==> config.mk <==
export PLATFORM = sky130hd
export DESIGN_NAME = bin_argmax_seq
export DESIGN_NICKNAME = d
export VERILOG_FILES = /design/src/rtl/bnn_pkg.sv /design/src/rtl/bin_argmax_seq.sv
export SDC_FILE = /design/constraint.sdc
export NUM_CORES = 1
export LEC_CHECK = 0
export BUFFER_PORTS_ARGS = -buffer_cell sky130_fd_sc_hd__buf_2
export CAP_MARGIN = 10
export CORE_UTILIZATION = 40
export CTS_BUF_LIST = sky130_fd_sc_hd__clkbuf_8 sky130_fd_sc_hd__clkbuf_16
export DETAILED_ROUTE_END_ITERATION = 6
export GPL_ROUTABILITY_DRIVEN = 0
export PLACE_DENSITY = 0.6
export SLEW_MARGIN = 20
export SYNTH_ARGS = -nofsm -noshare
export SYNTH_HDL_FRONTEND = slang
export SYNTH_SLANG_ARGS = --single-unit
==> constraint.sdc <==
create_clock -name clk -period 2 [get_ports clk]
set_input_delay 0.2 -clock clk [delete_from_list [all_inputs] [get_ports clk]]
set_output_delay 0.2 -clock clk [all_outputs]
set_load 0.005 [all_outputs]
==> src/rtl/bnn_pkg.sv <==
// ----------------------------------------------------------------------------
// bnn_pkg
//   Items shared across the BNN output layer (popcount accumulators and the
//   argmax stage that consumes their scores).
//
//   score_width(N) : width of a popcount over N binary inputs, $clog2(N+1).
//                    The accumulator output and the argmax score path both use
//                    this, so the two cannot drift apart.
//   class_width(C) : width of a class index 0..C-1. It is never less than 1,
//                    so that C==1 still yields a legal vector.
//   argmax_state_t : argmax sequencer states.
//                    SCAN = collecting scores.
//                    DONE = holding a result for the consumer.
// ----------------------------------------------------------------------------
package bnn_pkg;

    function automatic int score_width(input int n);
        return $clog2(n + 1);
    endfunction

    function automatic int class_width(input int c);
        return (c > 1) ? $clog2(c) : 1;
    endfunction

    typedef enum logic {
        SCAN = 1'b0,
        DONE = 1'b1
    } argmax_state_t;

endpackage

==> src/rtl/bin_argmax_seq.sv <==
// ----------------------------------------------------------------------------
// bin_argmax_seq
//   Serial argmax over the C per-class popcount scores of one BNN inference.
//   Scores arrive one per accept, in class order (0..C-1). The block keeps the
//   running maximum and its class index. After the C-th score it presents the
//   winner on an output valid/ready handshake, then re-arms for the next
//   inference.
//
//   Ties keep the earlier class, so the lowest index wins. The compare is an
//   unsigned compare at the full score width. Values above N are compared
//   as they are, with no saturation.
//
// Parameters
//   N   binary inputs per output neuron; score width SW = $clog2(N+1)
//   C   classes per inference (C >= 1); index width CW = max(1, $clog2(C))
//
// Ports
//   clk        clock
//   rst        asynchronous, active-high reset
//   in_valid   in_score is valid this cycle
//   in_ready   block accepts a score this cycle (SCAN only)
//   in_score   popcount of the current class, unsigned
//   out_valid  result valid (DONE only)
//   out_ready  downstream accepts the result
//   out_class  index of the winning class
//   out_score  winning popcount
//   out_tie    (only with BNN_ARGMAX_TIE_FLAG_EN) another class equalled the
//              winning score
//
// Build option
//   BNN_ARGMAX_TIE_FLAG_EN  adds the out_tie port and its tracking register.
//
// in_ready and out_valid decode from the state register alone. There is no
// combinational path from in_valid or out_ready to any output.
// ----------------------------------------------------------------------------
module bin_argmax_seq
    import bnn_pkg::*;
#(
    parameter  int N  = 4,
    parameter  int C  = 10,
    localparam int SW = score_width(N),
    localparam int CW = class_width(C)
) (
    input  logic          clk,
    input  logic          rst,
    input  logic          in_valid,
    output logic          in_ready,
    input  logic [SW-1:0] in_score,
    output logic          out_valid,
    input  logic          out_ready,
    output logic [CW-1:0] out_class,
    output logic [SW-1:0] out_score
`ifdef BNN_ARGMAX_TIE_FLAG_EN
    ,
    output logic          out_tie
`endif
);

    localparam logic [CW-1:0] LAST_IDX = CW'(C - 1);

    argmax_state_t state, state_nxt;

    logic [CW-1:0] idx;
    logic [SW-1:0] best_score;
    logic [CW-1:0] best_class;

    logic accept;
    logic first;
    logic last;
    logic better;

    assign accept = in_valid && in_ready;
    assign first  = (idx == '0);
    assign last   = (idx == LAST_IDX);
    assign better = (in_score > best_score);

    // ------------------------------------------------------------------
    // FSM: state register
    // ------------------------------------------------------------------
    always_ff @(posedge clk or posedge rst) begin
        if (rst) state <= SCAN;
        else     state <= state_nxt;
    end

    // ------------------------------------------------------------------
    // FSM: next state
    // ------------------------------------------------------------------
    always_comb begin
        state_nxt = state;
        case (state)
            SCAN: if (accept && last) state_nxt = DONE;
            DONE: if (out_ready)      state_nxt = SCAN;
        endcase
    end

    // ------------------------------------------------------------------
    // FSM: outputs (pure decode of the state register)
    // ------------------------------------------------------------------
    always_comb begin
        in_ready  = (state == SCAN);
        out_valid = (state == DONE);
    end

    // ------------------------------------------------------------------
    // Running index and best score/class.
    // The first score of an inference loads the best score and class
    // without a compare. Whatever was left over from the previous
    // inference (or from reset) is therefore never used.
    // ------------------------------------------------------------------
    always_ff @(posedge clk or posedge rst) begin
        if (rst) begin
            idx        <= '0;
            best_score <= '0;
            best_class <= '0;
        end else if (accept) begin
            idx <= last ? '0 : idx + CW'(1);
            if (first) begin
                best_score <= in_score;
                best_class <= '0;
            end else if (better) begin
                best_score <= in_score;
                best_class <= idx;
            end
        end
    end

    assign out_class = best_class;
    assign out_score = best_score;

`ifdef BNN_ARGMAX_TIE_FLAG_EN
    // A new strict maximum invalidates any earlier tie. Once the final best
    // is established, any later equal score marks a tie against it.
    logic tie_q;

    always_ff @(posedge clk or posedge rst) begin
        if (rst) begin
            tie_q <= 1'b0;
        end else if (accept) begin
            if (first || better)              tie_q <= 1'b0;
            else if (in_score == best_score)  tie_q <= 1'b1;
        end
    end

    assign out_tie = tie_q;
`endif

endmodule

==> qor_table.md <==
| Result | This run | Unit |
| --- | --- | --- |
| Status | finished, final reports clean | - |
| Number of standard cells after synthesis | 51 | - |
| DRC violation count after routing | 0 | - |
| Post-synthesis area per instance | 11.87 | um^2 |
| # clock sinks | 12 | - |
| Finished Core Util | 56.63 | % |
| Clock skew after layout | 0.8655 | ps |
| Combined global-route utilization of all metal layers | 17.23 | % |
| Number of global-route vias before repair | 381 | - |
| Cell at the root of the clock tree | sky130_fd_sc_hd__clkbuf_8 | - |
| Insertion delay to the later sink of the worst-skew pair | 240 | ps |
| Count of standard-cell rows | 13 | - |
| Flip-flop and latch area | 300.3 | um^2 |
| Ratio of routed vias to standard cells | 5.151 | - |
| Actual transition at the worst max-transition pin | 437.1 | ps |
| Most frequently used cell type in the post-synthesis netlist | sky130_fd_sc_hd__dfrtp_1 | - |
| Clock period minus final worst setup slack | 1701 | ps |
| Number of H-tree levels | 1 | - |
| Delay contributed by the slowest stage of the critical path | 370 | ps |
| Per-cell routed wire length | 12.26 | um |
| Clock tree buffer depth | 2 | - |
| Worst EP required | 2130 | ps |
| Internal portion of total power | 0.8223 | mW |
| Inserted Diodes | 0 | - |
| Post-route setup TNS | 0 | ps |
| Number of storage elements in the synthesis netlist | 12 | - |
| Critical-path top delay cell | sky130_fd_sc_hd__dfrtp_1 | - |
| Post-route fraction of the period consumed by the critical path | 85.07 | % |
| RSZ-0062 raised after global routing | no | - |
| Worst-case reg-to-reg path depth | 6 | - |
| Part of the power in combinational logic | 40.2 | % |
| Number of flops mapped to enable cells by yosys | 0 | - |
| Delay-heaviest family, CP | compound AO/OA/AOI/OAI gates | - |
| Fillers | 124 | - |
| Total of buffers placed on input and output ports | 15 | - |
| Area used by multi-input combinational logic | 279.0 | um^2 |
| Violation count after the first detailed-route iteration | 11 | - |
| Levels on crit path | 6 | - |
| Pin count of the biggest net entering global routing | 13 | - |
| Critical path class | flip-flop to flip-flop | - |
| Floorplan die area | 1674 | um^2 |
| Sequential share of power | 38.6 | % |
| Switching power | 0.4467 | mW |
| Max-slew violation total from the final report | 0 | - |
| Number of nets with antenna violations after detailed routing | 0 | - |
| Nets in the synthesized netlist | 61 | - |
| Remaining global-route overflow | 0 | - |
| Worst-path clk slew | 60 | ps |
| Unique masters post-synth | 20 | - |
| Largest vdd supply drop | 0.7608 | mV |
| Max-slew headroom | 70.83 | % |
| Post-synth top area share | 49.59 | % |
| Number of cells on the worst hold path | 2 | - |
| Core area | 1350 | um^2 |
| CTS tree | built | - |
| Post-CTS repair timing setup buffer count | 0 | - |
| Static leakage | 0.3907 | nW |
| Post-synthesis sequential area ratio | 49.59 | % |
| Data arrival time of the critical path | 1830 | ps |
| Area growth from synthesis to final layout | 26.24 | % |
| Fraction of layout instances using a drive strength above 1 | 40.85 | % |
| Cell taking the most area after synthesis | sky130_fd_sc_hd__dfrtp_1 | - |
| Antenna violations before repair | 0 | - |
| First-pass GRT wire length | 1752 | um |
| Total power | 1.269 | mW |
| Max cap viols | 0 | - |
| Clock network fraction of design power | 21.1 | % |
| Warnings from Yosys | 0 | - |
| Switching fraction of total power | 35.20 | % |
| Category of the worst setup path launch point | flip-flop | - |
| Hold WC Path Type | primary input to flip-flop | - |
| Fraction of registers with async set or reset after synthesis | 100.0 | % |
| Endpoints failing setup | 0 | - |
| Layout net count | 82 | - |
| Final Hold Vio Count | 0 | - |
| Post-route worst hold slack | 135.3 | ps |
| Most frequent cells after synthesis | sky130_fd_sc_hd__dfrtp_1 (12), sky130_fd_sc_hd__inv_1 (7), sky130_fd_sc_hd__a22o_2 (4) | - |
| Cell types occupying the most area after synthesis | sky130_fd_sc_hd__dfrtp_1 (50%), sky130_fd_sc_hd__mux2_4 (7.4%), sky130_fd_sc_hd__a22o_2 (6.6%), sky130_fd_sc_hd__ha_1 (6.2%), sky130_fd_sc_hd__inv_1 (4.3%) | - |
| Buf+Inv Stages, Crit Path | 1 | - |
| Io pins | 16 | - |
| Chain of cells forming the critical path | inv_1, ha_1, a21oi_1, a21oi_2, o21ai_4, mux2_4 | - |
| Routed via count | 443 | - |
| Initial core utilization | 44.86 | % |
| Total Routed Length | 1054 | um |
| Post-synthesis instance area | 605.6 | um^2 |
| Type of destination of the critical path | flip-flop | - |
| Die Y | 40.91 | um |
| Primary FF master, synth | sky130_fd_sc_hd__dfrtp_1 | - |
| Width of the chip | 40.91 | um |
| CP max FO | 7 | - |
| PD cells | 1660 | nW/um^2 |
| First-pass iteration count of the detailed router | 3 | - |
| CTS Buf Count | 3 | - |
| Fmax achieved | 587.8 | MHz |
==> cell type report <==
type                    instances  share of cell area [%]
flip-flops and latches         12                   39.28
multi-input cells              32                   36.50
repair buffers                 16                   11.13
clock buffers                   4                   7.201
inverters                       7                   3.437
well taps                      15                   2.455
==> worst reg2reg max path, delay by kind of cell, from the launching register on <==
family	cells	cell delay, ps
AOI/OAI and AO/OA	3	550
muxes	1	320
buffers and inverters	1	50
adders and majority gates	1	290
DFF	1	370
==> per-stage QoR <==
| stage | std cells | area (um^2) | setup slack (ps) |
|---|---|---|---|
| 2_1_floorplan | 51 | 605.6 | 386.4 |
| 3_3_place_gp | 81 | 699.4 | 351.7 |
| 3_5_place_dp | 81 | 699.4 | 300.3 |
| 4_1_cts | 86 | 764.5 | 294.1 |
| 5_1_grt | 86 | 764.5 | 174.5 |
| 6_report | 86 | 764.5 | 298.7 |
==> power by group through the flow <==
stage          Sequential [mW]  Clock, mW  Combinational, mW
2_1_floorplan            0.477          0              0.376
3_3_place_gp             0.491          0              0.508
3_5_place_dp             0.495          0              0.519
4_1_cts                  0.492      0.270              0.519
5_1_grt                  0.512      0.287              0.596
6_report                 0.490      0.268              0.510
==> sequential cells by signal (all words and copies together) (netlist names) <==
signal and cells:
out_score 3, out_valid 1, idx 4, out_class 4
==> worst paths after layout <==
check	start	to	slack (ps)
worst max-delay path	out_score[2]	out_score[1]	300
worst min-delay path	out_ready	out_valid	140
worst max register to register	out_score[2]	out_score[1]	300
worst min register to register	out_class[0]	out_class[0]	500
max in group asynchronous	rst	idx[3]	1200
min in group asynchronous	rst	out_class[0]	500
==> cells in the final DEF, fill, tap and decap left out <==
| cell | Yosys | layout |
|---|---|---|
| sky130_fd_sc_hd__o21ai_4 | 1 | 1 |
| sky130_fd_sc_hd__clkbuf_8 | 0 | 4 |
| sky130_fd_sc_hd__mux2_4 | 3 | 3 |
| sky130_fd_sc_hd__and2b_1 | 1 | 1 |
| sky130_fd_sc_hd__nor2_1 | 2 | 2 |
| sky130_fd_sc_hd__a21oi_1 | 2 | 2 |
| sky130_fd_sc_hd__dlygate4sd3_1 | 0 | 1 |
| sky130_fd_sc_hd__and3_1 | 1 | 1 |
| sky130_fd_sc_hd__inv_1 | 7 | 7 |
| sky130_fd_sc_hd__a21oi_2 | 1 | 1 |
| sky130_fd_sc_hd__nand2_1 | 3 | 3 |
| sky130_fd_sc_hd__a22o_2 | 4 | 4 |
| sky130_fd_sc_hd__nor3_1 | 1 | 1 |
| sky130_fd_sc_hd__xnor2_1 | 1 | 1 |
| sky130_fd_sc_hd__xor2_1 | 1 | 1 |
| sky130_fd_sc_hd__o32ai_1 | 1 | 1 |
| sky130_fd_sc_hd__o21ai_0 | 3 | 3 |
| sky130_fd_sc_hd__dfrtp_1 | 12 | 12 |
| sky130_fd_sc_hd__and2_1 | 1 | 1 |
| sky130_fd_sc_hd__ha_1 | 3 | 3 |
| sky130_fd_sc_hd__nand3b_1 | 2 | 2 |
| sky130_fd_sc_hd__buf_2 | 0 | 15 |
| sky130_fd_sc_hd__nor4_4 | 1 | 1 |
==> cell families after synthesis <==
logic type               synth area share, %
adder cells (fa/ha/maj)                6.199
multiplexers                           7.437
flip-flops                             49.59
buffers and inverters                  4.340
AO/OA/AOI/OAI                          16.32
XOR/XNOR                               2.893
AND/OR/NAND/NOR                        13.22
==> layer usage <==
metal	up-vias	wire (um)	GRT usage, %
li1	221	-	-
met5	-	0	0
met4	0	19	12.50
met3	2	41	6.522
met1	206	530	21.81
met2	14	462	23.44
==> what timing repair did <==
item                                    CTS  global route
gates resized for setup                   0             0
endpoints found under the setup margin    0             0
endpoints found under the hold margin    12             0
hold buffers                              1             0
Power figures use the tool's default switching activity.
